[src/rtl/code_slew_ctrl_if.sv]
// Slew command channel between the tracking loop (master) and the
// code-phase slew controller (slave).
interface code_slew_ctrl_if #(
    parameter int CNT_W = 11
);
    logic             slew_valid;
    logic             slew_ready;
    logic             slew_dir;
    logic [CNT_W-1:0] slew_chips;
    logic             slew_abort;

    modport master (
        output slew_valid,
        output slew_dir,
        output slew_chips,
        output slew_abort,
        input  slew_ready
    );

    modport slave (
        input  slew_valid,
        input  slew_dir,
        input  slew_chips,
        input  slew_abort,
        output slew_ready
    );
endinterface

[src/rtl/code_slew_ctrl.sv]
// Code-phase slew controller: forwards NCO chip ticks as code enables and
// swallows or inserts enables on command, tracking the net phase offset.
module code_slew_ctrl #(
    parameter int CNT_W = 11,
    parameter int OFF_W = 16
) (
    input  logic              clk,
    input  logic              rst,
    code_slew_ctrl_if.slave   slew,
    input  logic              chip_tick,
    input  logic              offset_clr,
    output logic              code_en,
    output logic              busy,
    output logic              slew_done,
    output logic [CNT_W-1:0]  remaining,
    output logic [OFF_W-1:0]  phase_offset
);

    typedef enum logic [1:0] {
        ST_IDLE    = 2'd0,
        ST_RETARD  = 2'd1,
        ST_ADVANCE = 2'd2
    } state_t;

    state_t           state_r;
    logic             code_en_r;
    logic             busy_r;
    logic             slew_done_r;
    logic [CNT_W-1:0] remaining_r;
    logic [OFF_W-1:0] phase_offset_r;

    logic             accept_s;
    logic             abort_s;
    logic             dec_s;
    logic             up_s;
    logic             dn_s;
    logic             last_s;
    logic [OFF_W-1:0] offset_base_s;
    logic [OFF_W-1:0] offset_next_s;

    // Decide this cycle's count step; an abort cycle applies no step.
    always_comb begin
        accept_s = slew.slew_valid && (state_r == ST_IDLE);
        abort_s  = slew.slew_abort && (state_r != ST_IDLE);
        dec_s    = 1'b0;
        up_s     = 1'b0;
        dn_s     = 1'b0;
        case (state_r)
            ST_RETARD: begin
                if (!abort_s && chip_tick) begin
                    dec_s = 1'b1;
                    dn_s  = 1'b1;
                end else begin
                    dec_s = 1'b0;
                end
            end
            ST_ADVANCE: begin
                // A tick cycle carries the normal enable; the insert waits.
                if (!abort_s && !chip_tick) begin
                    dec_s = 1'b1;
                    up_s  = 1'b1;
                end else begin
                    dec_s = 1'b0;
                end
            end
            default: begin
                dec_s = 1'b0;
            end
        endcase
        last_s = dec_s && (remaining_r == CNT_W'(1));
    end

    // Offset clear and step combine so a cleared stepping cycle lands on +/-1.
    always_comb begin
        if (offset_clr) begin
            offset_base_s = {OFF_W{1'b0}};
        end else begin
            offset_base_s = phase_offset_r;
        end
        if (up_s) begin
            offset_next_s = offset_base_s + OFF_W'(1);
        end else if (dn_s) begin
            offset_next_s = offset_base_s - OFF_W'(1);
        end else begin
            offset_next_s = offset_base_s;
        end
    end

    // Slew FSM with all outputs registered.
    always_ff @(posedge clk or posedge rst) begin
        if (rst) begin
            state_r        <= ST_IDLE;
            code_en_r      <= 1'b0;
            busy_r         <= 1'b0;
            slew_done_r    <= 1'b0;
            remaining_r    <= {CNT_W{1'b0}};
            phase_offset_r <= {OFF_W{1'b0}};
        end else begin
            slew_done_r    <= 1'b0;
            phase_offset_r <= offset_next_s;
            case (state_r)
                ST_IDLE: begin
                    code_en_r <= chip_tick;
                    if (accept_s) begin
                        if (slew.slew_chips == {CNT_W{1'b0}}) begin
                            slew_done_r <= 1'b1;
                        end else begin
                            state_r     <= slew.slew_dir ? ST_ADVANCE : ST_RETARD;
                            busy_r      <= 1'b1;
                            remaining_r <= slew.slew_chips;
                        end
                    end else begin
                        busy_r <= 1'b0;
                    end
                end
                ST_RETARD, ST_ADVANCE: begin
                    if (abort_s) begin
                        state_r     <= ST_IDLE;
                        busy_r      <= 1'b0;
                        remaining_r <= {CNT_W{1'b0}};
                        code_en_r   <= chip_tick;
                    end else begin
                        code_en_r <= (state_r == ST_ADVANCE);
                        if (dec_s) begin
                            remaining_r <= remaining_r - CNT_W'(1);
                        end else begin
                            remaining_r <= remaining_r;
                        end
                        if (last_s) begin
                            state_r     <= ST_IDLE;
                            busy_r      <= 1'b0;
                            slew_done_r <= 1'b1;
                        end else begin
                            busy_r <= 1'b1;
                        end
                    end
                end
                default: begin
                    state_r     <= ST_IDLE;
                    busy_r      <= 1'b0;
                    code_en_r   <= 1'b0;
                    remaining_r <= {CNT_W{1'b0}};
                end
            endcase
        end
    end

    assign slew.slew_ready = (state_r == ST_IDLE);
    assign code_en         = code_en_r;
    assign busy            = busy_r;
    assign slew_done       = slew_done_r;
    assign remaining       = remaining_r;
    assign phase_offset    = phase_offset_r;

endmodule

[src/flat_wrapper.sv]
// flat-port wrapper written by rule: the top's interface ports become plain ports
module code_slew_ctrl_flat 
#(
    parameter int CNT_W = 11,
    parameter int OFF_W = 16
)
  (clk, rst, chip_tick, offset_clr, code_en, busy, slew_done, remaining, phase_offset, slew_slew_valid, slew_slew_dir, slew_slew_chips, slew_slew_abort, slew_slew_ready);
  code_slew_ctrl_if #(.CNT_W(CNT_W)) slew_i ();
  input  logic clk;
  input  logic rst;
  input  logic chip_tick;
  input  logic offset_clr;
  output logic code_en;
  output logic busy;
  output logic slew_done;
  output logic [CNT_W-1:0] remaining;
  output logic [OFF_W-1:0] phase_offset;
  input wire logic [$bits(slew_i.slew_valid)-1:0] slew_slew_valid;
  input wire logic [$bits(slew_i.slew_dir)-1:0] slew_slew_dir;
  input wire logic [$bits(slew_i.slew_chips)-1:0] slew_slew_chips;
  input wire logic [$bits(slew_i.slew_abort)-1:0] slew_slew_abort;
  output wire logic [$bits(slew_i.slew_ready)-1:0] slew_slew_ready;
  assign slew_i.slew_valid = slew_slew_valid;
  assign slew_i.slew_dir = slew_slew_dir;
  assign slew_i.slew_chips = slew_slew_chips;
  assign slew_i.slew_abort = slew_slew_abort;
  assign slew_slew_ready = slew_i.slew_ready;
  code_slew_ctrl #(.CNT_W(CNT_W), .OFF_W(OFF_W)) u_core (.clk(clk), .rst(rst), .slew(slew_i), .chip_tick(chip_tick), .offset_clr(offset_clr), .code_en(code_en), .busy(busy), .slew_done(slew_done), .remaining(remaining), .phase_offset(phase_offset));
endmodule
[config.mk]
export PLATFORM = sky130hd
export DESIGN_NAME = code_slew_ctrl_flat
export DESIGN_NICKNAME = d
export VERILOG_FILES = /design/src/rtl/code_slew_ctrl_if.sv /design/src/rtl/code_slew_ctrl.sv /design/src/flat_wrapper.sv
export SDC_FILE = /design/constraint.sdc
export NUM_CORES = 1
export LEC_CHECK = 0
export ABC_AREA = 0
export BUFFER_PORTS_ARGS = -buffer_cell sky130_fd_sc_hd__clkbuf_2
export CAP_MARGIN = 20
export CORE_ASPECT_RATIO = 1.4
export CORE_MARGIN = 8
export CORE_UTILIZATION = 50
export CTS_BUF_LIST = sky130_fd_sc_hd__clkbuf_16
export CTS_CLUSTER_DIAMETER = 40
export CTS_CLUSTER_SIZE = 30
export DETAILED_ROUTE_END_ITERATION = 10
export PLACE_DENSITY = 0.74
export SYNTH_ARGS = -nofsm -noshare
export SYNTH_HDL_FRONTEND = slang
export SYNTH_SLANG_ARGS = --single-unit
[constraint.sdc]
create_clock -name clk -period 4.6 [get_ports clk]
set_input_delay 0.46 -clock clk [delete_from_list [all_inputs] [get_ports clk]]
set_output_delay 0.46 -clock clk [all_outputs]
set_load 0.01 [all_outputs]
# [Word level (Yosys, flattened, before mapping)]
# Index checks and enable logic that the tools add are counted.
[word_totals] elab_cells=61 register_bits=32 input_bits=18
[op_classes] reduce_logical=13 n_eq_ne=8 n_addsub=3 muxes=31
[op_table] cell="$mux W16" n=3
[op_table] cell="$mux W11" n=4
[op_table] cell="$pmux W11 S2" n=1
[op_table] cell="$add A16 B1 Y16 const B" n=1
[op_table] cell="$sub A16 B1 Y16 const B" n=1
[op_table] cell="$mux W1" n=13
[op_table] cell="$eq A11 B1 Y1 const B" n=1
[op_table] cell="$logic_not A11 Y1" n=1
[op_table] cell="$sub A11 B1 Y11 const B" n=1
[op_table] cell="$mux W2" n=5
[op_table] cell="$pmux W1 S2" n=4
[op_table] cell="$ne A3 B1 Y1 const B" n=2
[op_table] cell="$reduce_and A3 Y1" n=2
[op_table] cell="$logic_and A1 B1 Y1" n=5
[op_table] cell="$pmux W2 S2" n=1
[op_table] cell="$ne A3 B3 Y1 const B" n=1
[op_table] cell="$eq A2 B1 Y1 const B" n=1
[op_table] cell="$eq A2 B2 Y1 const B" n=1
[op_table] cell="$logic_not A1 Y1" n=2
[op_table] cell="$logic_not A2 Y1" n=1
[op_table] cell="$ne A2 B1 Y1 const B" n=1
[op_table] cell="$ne A2 B2 Y1 const B" n=1
[op_table] cell="$reduce_bool A2 Y1" n=1
[op_table] cell="$reduce_or A2 Y1" n=1

# [Longest topological paths before layout]
# Gate-level depths: netlist (run 1).
[logic_depth] word_depth=10 ltp_mapped=9 depth_no_buf=8

# [Least setup slack after synthesis (run 1)]
# OpenSTA, ideal clock, no wires.
[synth_timing] kind="register to register" from="reg u_core.phase_offset_r[5] (netlist: u_core.phase_offset[5])" to="reg u_core.phase_offset_r[15] (netlist: u_core.phase_offset[15])" path_buffers=2 arrival_time_ns=2.381 stages_incl_launch_ff=8 t_required_ns=4.535 path_slack_ns=2.154 path_cell_list="dfrtp_1 -> buf_6 -> or4_4 -> or4_1 -> buf_2 -> or4_4 -> o21ai_1 -> a211o_1"
[synth_between] elab_chain_cells=4
[synth_rtl] element="start: declaration" line_no="code_slew_ctrl.sv:30" text="logic [OFF_W-1:0] phase_offset_r;"
[synth_rtl] element="start signal: assignment" line_no="code_slew_ctrl.sv:97" text="phase_offset_r <= {OFF_W{1'b0}};"
[synth_rtl] element="start signal: assignment" line_no="code_slew_ctrl.sv:100" text="phase_offset_r <= offset_next_s;"
[synth_rtl] element="$mux W16 (*)" line_no="code_slew_ctrl.sv:75" text="if (offset_clr) begin"
[synth_rtl] element="$sub A16 B1 Y16" line_no="code_slew_ctrl.sv:83" text="offset_next_s = offset_base_s - OFF_W'(1);"
[synth_rtl] element="$mux W16" line_no="code_slew_ctrl.sv:82" text="end else if (dn_s) begin"
[synth_rtl] element="$mux W16 (*)" line_no="code_slew_ctrl.sv:80" text="if (up_s) begin"
[synth_rtl] element="via u_core.offset_next_s[15]" line_no="code_slew_ctrl.sv:39" text="logic [OFF_W-1:0] offset_next_s;"
# The timed path passes the listed nets; every way through them passes the cells marked *.
# A chain may end at the register's enable or synchronous reset.

# [Worst setup path after layout (run 1)]
[layout_timing] from="reg u_core.state_r[1]" to="reg u_core.remaining_r[9] (netlist: u_core.remaining[9])"
[layout_between] elab_chain_cells=8
[layout_rtl] element="start: declaration" line_no="code_slew_ctrl.sv:25" text="state_t state_r;"
[layout_rtl] element="start signal: assignment" line_no="code_slew_ctrl.sv:108" text="state_r <= slew.slew_dir ? ST_ADVANCE : ST_RETARD;"
[layout_rtl] element="$reduce_bool A2 Y1" line_no="code_slew_ctrl.sv:44" text="abort_s = slew.slew_abort && (state_r != ST_IDLE);"
[layout_rtl] element="$logic_and A1 B1 Y1" line_no="code_slew_ctrl.sv:44"
[layout_rtl] element="$logic_not A1 Y1" line_no="code_slew_ctrl.sv:50, code_slew_ctrl.sv:59"
[layout_rtl] element="$logic_and A1 B1 Y1 (on tied branches)" line_no="code_slew_ctrl.sv:59, code_slew_ctrl.sv:50"
[layout_rtl] element="$mux W1 (on tied branches)" line_no="code_slew_ctrl.sv:59, code_slew_ctrl.sv:50"
[layout_rtl] element="$pmux W1 S2" line_no="code_slew_ctrl.sv:48" text="case (state_r)"
[layout_rtl] element="$ne A3 B1 Y1 (no line)"
[layout_rtl] element="$reduce_and A3 Y1 (no line)"
[layout_rtl] element="end signal: assignment" line_no="code_slew_ctrl.sv:96" text="remaining_r <= {CNT_W{1'b0}};"
[layout_rtl] element="end signal: assignment" line_no="code_slew_ctrl.sv:110" text="remaining_r <= slew.slew_chips;"
[layout_rtl] element="end signal: assignment" line_no="code_slew_ctrl.sv:120" text="remaining_r <= {CNT_W{1'b0}};"
[layout_rtl] element="end: declaration" line_no="code_slew_ctrl.sv:29" text="logic [CNT_W-1:0] remaining_r;"
# Several ways; a longest one is shown, not always the timed one.

==> metrics.md, run 1 <==
| Metric | Value |
|---|---|
| Std-Cell Core Area | 4499 um^2 |
| Synth top area share | 0.3432 |
| Fin worst setup slack | between 1.5 and 2 ns |
| CTS root buf | clkbuf_16 |
| CTS tree | built |
| Starting Density | 0.5186 |
| Hold_ws | 0.2427 ns |
| N_diodes | 0 |
| Placement Cell Area | between 2000 and 3000 um^2 |
| Critical path endpoint category | flip-flop |
| Min cycle time layout | 2.986 ns |
| Wire per inst | 17.50 um |
| Vias in the first global route | about 2400 |
| Share of layout cells above drive strength 1 | 0.1994 |
| Die extent in x | 73.74 um |
| Post-Route Setup TNS | 0 ns |
| Io pins | 49 |
| Mapped Avg Cell Area | 8.364 um^2 |
| GPL Wtd Cong | 0.9441 |
| Most common cell in the synthesized netlist | dfrtp_1 |
| Total Wirelength | 6703 um |
| Hpwl dp | a little under 5000 um |
| Dpl cells | 375 |
| Max-slew violation count | 0 |
| Crit Path Class | reg -> reg |
| Initial antenna violation count | 0 |
| Sink Count | 32 |
| Fin nets | 346 |
| Crit path max fanout | 21 |
| Leakage | ~1.3 nW |
| Fillers | around 430 |
| Layout area overhead | 17.00% |
| Post-synth EDFFs | 0 |
| Worst slew margin | 0.5165 |
| TritonRoute pass-1 iters | 5 |
| Top_reg_cell synth | dfrtp_1 |
| Fin area | 2730 um^2 |
| Die area | 7140 um^2 |
| Grt total ovfl | 0 |
| Setup bufs post-CTS | 0 |
| Final Setup Violations | 0 |
| Clk slew on worst S/H paths | 0.05 ns |
| Post-synth top area cell | dfrtp_1 |
| Total GRT Usage | 0.1916 |
| PostCTS Resize Cnt | 0 |
| H-tree depth | 2 |
| Die H | 96.83 um |
| Worst-Skew Late Latency | 0.28 ns |
| Max Freq | 334.9 MHz |
| FFs w/ async S/R, synth | 1.000 |
| RSZ-0062 raised after global routing | false |
| YS warnings | 0 |
| Final hold viol count | 0 |
| Crit path arrival time | 3.12 ns |
| VDD IR max | 330.1 uV |
| CTS Buf Count | 5 |
| Hold buffers post-CTS | 0 |
| #FFs+latches synth | 32 |
| First-pass GRT wire length | 11140 um |
| Post-synthesis cell area | about 2300 um^2 |
| Mapped Cells | 279 |
| Syn_nets | 305 |
| Clk_skew | 0.006155 ns |
| Max cap viols | 0 |
| Largest cells by area after synthesis | dfrtp_1, ha_1, o21ai_0 |
| Vias per cell | ~6.4 |
| Worst-case clock buffer depth | 2 |
| IO Port Bufs | 48 |
| DR iter-0 viols | 183 |
| Critical path required time | 4.74 ns |
| Commonest cells post-synth | dfrtp_1, nand2_1, nor2_1 |
| Antenna-violating nets left | 0 |
| Residual DRC | 0 |
| Worst slew pin tran | between 0.7 and 0.8 ns |
| Period utilisation layout | 0.6491 |
| Status | finished, final reports clean |
| Row cnt | 29 |
| Post-synthesis sequential area ratio | 0.3432 |
| Worst setup SP type | flip-flop |
| P per Cell Area | 692.6 nW/um^2 |
| Largest net degree at the start of global routing | 33 |
| Hold Path Class | in -> async |
| Layout Cells excl Fill | 383 |
| Setup Slack @ Placement | about 1.7 ns |
| Via count | between 2000 and 2500 |
| Synth unique cells | 55 |
state kept, by name, indices dropped and copies added, names as in the netlist:
register and count:
u_core.code_en 1, u_core.state_r 2, u_core.slew_done 1, u_core.remaining 11, u_core.busy 1, u_core.phase_offset 16
worst max-delay path, stage by stage, from the launching register on:
cell      delay, ns
dfrtp_1        0.40
inv_1          0.11
ha_1           0.63
nand2b_1       0.42
and2_1         0.47
a21o_1         0.33
nand2b_1       0.33
o21ai_0        0.16
per-layer routing:
layer	part of all wire	global-route usage	vias up
li1	-	-	1145
met2	0.51	0.3315	146
met4	0.026	0.09737	0
met5	0	0	-
met1	0.38	0.2079	1145
met3	0.080	0.04132	24
final timing paths:
path / startpoint / to / slack [ns] / cells after the start
worst max-delay path: u_core.state_r[1]$_DFFE_PP0P_ / u_core.remaining[9]$_DFFE_PP0P_ / 1.61 / 7
worst min-delay path: rst / u_core.phase_offset[1]$_DFF_PP0_ / 0.24 / 3
worst max register to register: u_core.state_r[1]$_DFFE_PP0P_ / u_core.remaining[9]$_DFFE_PP0P_ / 1.61 / 7
worst min register to register: u_core.remaining[7]$_DFFE_PP0P_ / u_core.remaining[7]$_DFFE_PP0P_ / 0.55 / 2
max in group asynchronous: rst / u_core.phase_offset[3]$_DFF_PP0_ / 4.06 / 3
min in group clk: slew_slew_dir / u_core.state_r[1]$_DFFE_PP0P_ / 0.44 / 3
layout make-up:
cell class	count	area (um^2)	area share
multi-input cells	214	1400	0.5128
inverters	18	67.56	0.02475
flip-flops and latches	32	800.8	0.2933
repair buffers	49	247.7	0.09074
clock buffers	5	125.1	0.04583
well taps	62	77.57	0.02841
clock inverters	3	11.26	0.004125
power breakdown:
| group | internal (W) | switching (W) | leakage, nW |
|---|---|---|---|
| Combinational | 0.000401 | 0.000609 | 0.780 |
| Sequential | 0.000398 | 0.000172 | 0.420 |
| Clock | 0.000194 | 0.000117 | 0.0738 |
| Total | 0.000994 | 0.000897 | 1.27 |
stage by stage:
step                power (W)  utilization
CTS                  0.001883       0.6068
detailed placement   0.001563       0.5765
finish               0.001891       0.6068
floorplan            0.001265            -
global placement     0.001545       0.5765
global route         0.002037       0.6068
cells in the final DEF (no fill, tap or decap), drive strengths merged, types with 4 or more instances in the layout:
| cell | netlist | routed |
|---|---|---|
| nor2 | 19 | 19 |
| clkbuf | 11 | 53 |
| ha | 8 | 8 |
| nor3 | 8 | 8 |
| a21o | 4 | 4 |
| a22oi | 8 | 8 |
| or4 | 6 | 6 |
| nor4 | 10 | 10 |
| inv | 18 | 20 |
| or2 | 4 | 4 |
| o22ai | 4 | 4 |
| a21oi | 10 | 10 |
| o21ai | 20 | 20 |
| or3 | 4 | 4 |
| nand2 | 24 | 24 |
| o311ai | 4 | 4 |
| nand2b | 4 | 4 |
| nand4 | 8 | 8 |
| nor2b | 8 | 8 |
| a32oi | 5 | 5 |
| dfrtp | 32 | 32 |
| mux2i | 4 | 4 |
| a31oi | 4 | 4 |
kinds of logic (layout without fill, tap and decap cells):
group | count (synthesis) | count (layout) | synth area share
and+or+nand+nor | 114 | 114 | 0.2745
muxes | 5 | 5 | 0.02198
adders and majority gates | 8 | 8 | 0.04290
xor gates and xnor gates | 4 | 4 | 0.01502
DFF | 32 | 32 | 0.3432
AOI/OAI and AO/OA | 83 | 83 | 0.2456
buffers and inverters | 33 | 75 | 0.05683
Note: power is estimated with default switching activity, not from simulation.
==> inputs of run 2 (changes only) <==
--- a/config.mk
+++ b/config.mk
@@ -5,7 +5,7 @@
 export SDC_FILE = /design/constraint.sdc
 export NUM_CORES = 1
 export LEC_CHECK = 0
-export ABC_AREA = 0
+export ABC_AREA = 1
 export BUFFER_PORTS_ARGS = -buffer_cell sky130_fd_sc_hd__clkbuf_2
 export CAP_MARGIN = 20
 export CORE_ASPECT_RATIO = 1.4
@@ -15,7 +15,7 @@
 export CTS_CLUSTER_DIAMETER = 40
 export CTS_CLUSTER_SIZE = 30
 export DETAILED_ROUTE_END_ITERATION = 10
-export PLACE_DENSITY = 0.74
+export PLACE_DENSITY = 0.77
 export SYNTH_ARGS = -nofsm -noshare
 export SYNTH_HDL_FRONTEND = slang
 export SYNTH_SLANG_ARGS = --single-unit
==> constraint.sdc (replaced) <==
create_clock -name clk -period 2.6 [get_ports clk]
set_input_delay 0.26 -clock clk [delete_from_list [all_inputs] [get_ports clk]]
set_output_delay 0.26 -clock clk [all_outputs]
set_load 0.01 [all_outputs]
==> metrics.md, run 2 <==
| Metric | Value |
|---|---|
| Status | finished, final reports clean |
| Worst-Skew Late Latency | about 0.27 ns |
| Final Setup Violations | 0 |
| Initial antenna violation count | 0 |
| FFs w/ async S/R, synth | 1.000 |
| Mapped Avg Cell Area | between 6 and 7 um^2 |
| Leakage | 1.659 nW |
| Clk_skew | ~0.0023 ns |
| PostCTS Resize Cnt | 0 |
| Setup bufs post-CTS | 0 |
| Largest net degree at the start of global routing | 33 |
| Io pins | 49 |
| Post-synth top area cell | dfrtp_1 |
| TritonRoute pass-1 iters | 4 |
| Fillers | 457 |
| Vias per cell | 5.117 |
| Crit Path Class | reg -> reg |
| Post-Route Setup TNS | 0 ns |
| YS warnings | 0 |
| Synth unique cells | 28 |
| Sink Count | 32 |
| Max Freq | 432.4 MHz |
| #FFs+latches synth | 32 |
| VDD IR max | slightly above 700 uV |
| Mapped Cells | roughly 360 |
| N_diodes | 0 |
| Period utilisation layout | 0.8894 |
| Synth top area share | 0.3392 |
| Post-synth EDFFs | 0 |
| Total GRT Usage | 0.1881 |
| Row cnt | 29 |
| Post-synthesis sequential area ratio | 0.3392 |
| Min cycle time layout | roughly 2.3 ns |
| Grt total ovfl | 0 |
| Top_reg_cell synth | dfrtp_1 |
| Residual DRC | 0 |
| Share of layout cells above drive strength 1 | 0.2054 |
| Syn_nets | 381 |
| Most common cell after layout, fill and taps aside | nand2_1 |
| P per Cell Area | 1200 nW/um^2 |
| Die H | 97.31 um |
| Starting Density | 0.5206 |
| Final core occ | 0.6196 |
| Commonest cells post-synth | nand2_1, inv_1, nor2_1 |
| Std-Cell Core Area | 4536 um^2 |
| Largest cells by area after synthesis | dfrtp_1, nand2_1, inv_1 |
| Via count | 2410 |
| CTS root buf | clkbuf_16 |
| Worst slew margin | 0.5212 |
| IO Port Bufs | between 40 and 50 |
| Clk slew on worst S/H paths | around 0.050 ns |
| Max-slew violation count | 0 |
| Hold Path Class | in -> async |
| Critical path endpoint category | flip-flop |
| Antenna-violating nets left | 0 |
| Crit path arrival time | between 2 and 2.5 ns |
| Critical path required time | roughly 2.8 ns |
| Wire per inst | 13.36 um |
| Area of the multi-input gates | 1344 um^2 |
| Max reg flops | 16 |
| GPL Wtd Cong | just over 0.9 |
| Post-synthesis cell area | 2361 um^2 |
| Vias in the first global route | 2466 |
| H-tree depth | 2 |
| Layout area overhead | 19.03% |
| RSZ-0062 raised after global routing | false |
| Worst setup SP type | flip-flop |
| FF+latch area | 800.8 um^2 |
| Max cap viols | 0 |
| Die extent in x | 74.08 um |
| Die area | ~7000 um^2 |
| CTS Buf Count | 5 |
| First-pass GRT wire length | 10920 um |
| Worst-case clock buffer depth | 2 |
| Commonest non-fill, non-tap cells in the layout | nand2_1, clkbuf_2, inv_1 |
| CTS tree | built |
| Total Wirelength | 6291 um |
| Most common cell in the synthesized netlist | nand2_1 |
| Hold buffers post-CTS | 0 |
| DR iter-0 viols | 132 |
| Crit path max fanout | 12 |
| Fin nets | 435 |
| Hpwl dp | 4865 um |
| Worst slew pin tran | approximately 0.7 ns |
| Final hold viol count | 0 |
[run 2: cell types whose count changed in the layout (fill, tap and decap cells not counted), sizes merged, moves of 8 or more]
| cell | change |
|---|---|
| a22oi | -8 |
| inv | +28 |
| nand2 | +106 |
| nand3 | +24 |
| nor2 | +28 |
| nor2b | -8 |
| nor4 | -10 |
[run 2: area by class of cell]
cell class	instances	share of cell area
timing repair buffer	53	0.09884
tap	62	0.02760
inverter	47	0.06278
clock inverter	2	0.003117
multi-input combinational	270	0.4782
sequential	32	0.2850
clock buffer	5	0.04452
[run 2: cells by family (layout without fill, tap and decap cells)]
kind of cell,count (synthesis),count (layout),synth area share
xor gates and xnor gates,12,12,0.04451
buffers and inverters,53,107,0.09168
adders and majority gates,8,8,0.04240
DFF,32,32,0.3392
AOI/OAI and AO/OA,32,32,0.07419
and+or+nand+nor,218,218,0.4081
[run 2: worst paths after layout]
check	startpoint	end	slack, ns	cells after the start
setup / recovery	u_core.state_r[0]$_DFFE_PP0P_	u_core.remaining[5]$_DFFE_PP0P_	0.29	11
hold / removal	rst	u_core.phase_offset[4]$_DFF_PP0_	0.05	3
setup reg to reg	u_core.state_r[0]$_DFFE_PP0P_	u_core.remaining[5]$_DFFE_PP0P_	0.29	11
hold reg to reg	u_core.state_r[1]$_DFFE_PP0P_	u_core.state_r[1]$_DFFE_PP0P_	0.54	2
max in group asynchronous	rst	u_core.phase_offset[12]$_DFF_PP0_	2.24	3
min in group clk	slew_slew_dir	u_core.state_r[1]$_DFFE_PP0P_	0.24	3
[run 2: critical path, stage by stage, from the launching register on]
cell and delay (ns):
dfrtp_1 0.39, inv_1 0.08, ha_1 0.30, inv_1 0.06, nor2_1 0.56, nand3_1 0.17
nand3_1 0.12, buf_4 0.18, nor2_1 0.05, buf_4 0.17, nand2_1 0.07, nand2_1 0.05
[run 2: per-layer routing]
layer / up-vias / global-route usage / wire, um
li1: 1227 / - / -
met1: 1085 / 0.2068 / 2484
met2: 78 / 0.3234 / 3253
met3: 20 / 0.02996 / 317
met4: 0 / 0.1066 / 235
met5: - / 0 / 0
[run 2: stage by stage]
step / instances / power (W) / hold slack (ns) / setup slack [ns] / cell area [um^2]
5_1_grt: 471 / 0.003717 / 0.09013 / 0.09316 / 2810
2_1_floorplan: 355 / 0.002251 / 0.3762 / 0.8941 / 2361
3_5_place_dp: 464 / 0.002829 / 0.3543 / 0.2881 / 2676
6_report: 471 / 0.003372 / 0.04922 / 0.2876 / 2810
3_3_place_gp: 464 / 0.002790 / 0.3502 / 0.4472 / 2676
4_1_cts: 471 / 0.003400 / 0.06394 / 0.2771 / 2810
[run 2: power breakdown]
part | switching (W) | total [W] | internal, W
Combinational | 0.00120 | 0.00187 | 0.000675
Clock | 0.000204 | 0.000547 | 0.000343
Sequential | 0.000228 | 0.000950 | 0.000722
==> inputs of run 3 (changes only) <==
--- a/config.mk
+++ b/config.mk
@@ -9,7 +9,7 @@
 export BUFFER_PORTS_ARGS = -buffer_cell sky130_fd_sc_hd__clkbuf_2
 export CAP_MARGIN = 20
 export CORE_ASPECT_RATIO = 1.4
-export CORE_MARGIN = 8
+export CORE_MARGIN = 4
 export CORE_UTILIZATION = 50
 export CTS_BUF_LIST = sky130_fd_sc_hd__clkbuf_16
 export CTS_CLUSTER_DIAMETER = 40
==> metrics.md, run 3 (synthesis gave the netlist of run 2 again) <==
| Metric | Value |
|---|---|
| Final Setup Violations | 0 |
| Status | finished, final reports clean |
| Max reg flops | 16 |
| Grt peak-use layer | met2 |
| First-pass GRT wire length | 10030 um |
| Grt total ovfl | 0 |
| Worst reg2reg setup slack | 0.30 ns |
| Die area | 5901 um^2 |
| N_diodes | 0 |
| Total Wirelength | 6101 um |
| Dpl cells | 464 |
| Die H | between 80 and 90 um |
| CTS root buf | clkbuf_16 |
| Layout area overhead | 20.24% |
| VDD IR max | about 670 uV |
| Final hold viol count | 0 |
| Worst-case clock buffer depth | 2 |
| Io pins | 49 |
| Vias in the first global route | between 2000 and 2500 |
| Crit path max fanout | 11 |
| TritonRoute pass-1 iters | 6 |
| Total GRT Usage | 0.2221 |
| RSZ-0062 raised after global routing | false |
| Hold Path Class | in -> async |
| CTS Buf Count | 5 |
| Std-Cell Core Area | 4536 um^2 |
| Sw Ratio | 0.4736 |
| Met3 capacity usage during global routing | 0.03899 |
| Starting Density | 0.5206 |
| Crit path arrival time | 2.51 ns |
| Worst-Skew Late Latency | approximately 0.28 ns |
| Worst Setup SP | u_core.state_r[0]$_DFFE_PP0P_ |
| GPL Wtd Cong | slightly below 0.9 |
| Hpwl dp | 4661 um |
| Period utilisation layout | 0.8828 |
| Commonest non-fill, non-tap cells in the layout | nand2_1, clkbuf_2, inv_1 |
| Max cap viols | 0 |
| Die extent in x | 66.08 um |
| Worst slew pin tran | 0.7377 ns |
| R2r startpoint | u_core.state_r[0]$_DFFE_PP0P_ |
| Initial antenna violation count | 0 |
| Post-Route Setup TNS | 0 ns |
| H-tree depth | 2 |
| Share of layout cells above drive strength 1 | 0.2049 |
| CTS tree | built |
| Clk slew on worst S/H paths | around 0.05 ns |
| DR iter-0 viols | 109 |
| IO Port Bufs | 48 |
| Antenna-violating nets left | 0 |
| Net Sw Power | 0.001647 W |
| Critical path endpoint category | flip-flop |
| GRT met2 Usage | 0.4215 |
| Most common cell after layout, fill and taps aside | nand2_1 |
| Combinational share of power | 0.537 |
| Largest net degree at the start of global routing | 33 |
| Sink Count | 32 |
| Hold buffers post-CTS | 0 |
| Clock power share | 0.191 |
| Critical path required time | 2.81 ns |
| Max Freq | 435.7 MHz |
| Fin nets | 435 |
| Crit Path Class | reg -> reg |
| Met1 usage | 0.2268 |
| Wire per inst | between 10 and 15 um |
| Setup bufs post-CTS | 0 |
| Fillers | between 400 and 500 |
| Vias per cell | 5.131 |
| Part of the power in registers | 0.272 |
| Worst slew margin | 0.5064 |
| Row cnt | 29 |
| Min cycle time layout | 2.295 ns |
| Via count | 2422 |
| Worst setup SP type | flip-flop |
| Layout Cells excl Fill | ~470 |
| P per Cell Area | 1224 nW/um^2 |
| Residual DRC | 0 |
| Leakage | between 1.5 and 2 nW |
| PostCTS Resize Cnt | 0 |
| Clk_skew | 0.004680 ns |
| Max-slew violation count | 0 |
| P_int | approximately 0.0018 W |
[run 3: path summary, 6_finish.rpt]
| path | endpoint | cells after the start |
|---|---|---|
| worst max-delay path | u_core.remaining[2]$_DFFE_PP0P_ | 9 |
| worst min register to register | u_core.state_r[0]$_DFFE_PP0P_ | 2 |
| worst min-delay path | u_core.phase_offset[3]$_DFF_PP0_ | 3 |
| min in group clk | u_core.state_r[1]$_DFFE_PP0P_ | 3 |
| max in group asynchronous | u_core.remaining[1]$_DFFE_PP0P_ | 3 |
| worst max register to register | u_core.remaining[2]$_DFFE_PP0P_ | 9 |
[run 3: worst max-delay path: stages (launching register included)]
cell     delay (ns)
dfrtp_1        0.39
inv_1          0.08
ha_1           0.22
nor2_1         0.26
nor2_1         0.24
nand3_1        0.14
nand3_1        0.10
nor2_1         0.58
nand2_1        0.13
nand2_1        0.09
[run 3: through the flow]
| stage | setup slack [ns] | instance area [um^2] | total power, W | utilization | hold WS (ns) |
|---|---|---|---|---|---|
| 6_report | 0.3047 | 2839 | 0.003476 | 0.6259 | 0.04015 |
| 5_1_grt | 0.06370 | 2839 | 0.003791 | 0.6259 | 0.08193 |
| 4_1_cts | 0.2894 | 2839 | 0.003487 | 0.6259 | 0.06058 |
| 3_5_place_dp | 0.3023 | 2676 | 0.002804 | 0.5901 | 0.3559 |
| 3_3_place_gp | 0.4743 | 2676 | 0.002761 | 0.5901 | 0.3521 |
| 2_1_floorplan | 0.8941 | 2361 | 0.002251 | - | 0.3762 |
[run 3: area by class of cell]
type                    instances  area, um^2  area share
multi-input cells             270        1344      0.4733
clock inverters                 3       37.54     0.01322
clock buffers                   5       125.1     0.04407
inverters                      47       176.4     0.06214
well taps                      62       77.57     0.02732
repair buffers                 53       277.8     0.09784
flip-flops and latches         32       800.8      0.2821
[run 3: power groups by stage]
stage	Combinational, W	Sequential, W	Clock [W]
3_3_place_gp	0.00182	0.000945	0
5_1_grt	0.00212	0.000976	0.000694
6_report	0.00187	0.000946	0.000663
3_5_place_dp	0.00185	0.000950	0
2_1_floorplan	0.00125	0.00100	0
4_1_cts	0.00187	0.000945	0.000672
[run 3: layer usage]
metal / share of wire / vias up / wire length [um]
li1: - / 1221 / -
met1: 0.37 / 1095 / 2273
met2: 0.54 / 84 / 3291
met3: 0.051 / 22 / 313
met4: 0.037 / 0 / 223
met5: 0 / - / 0
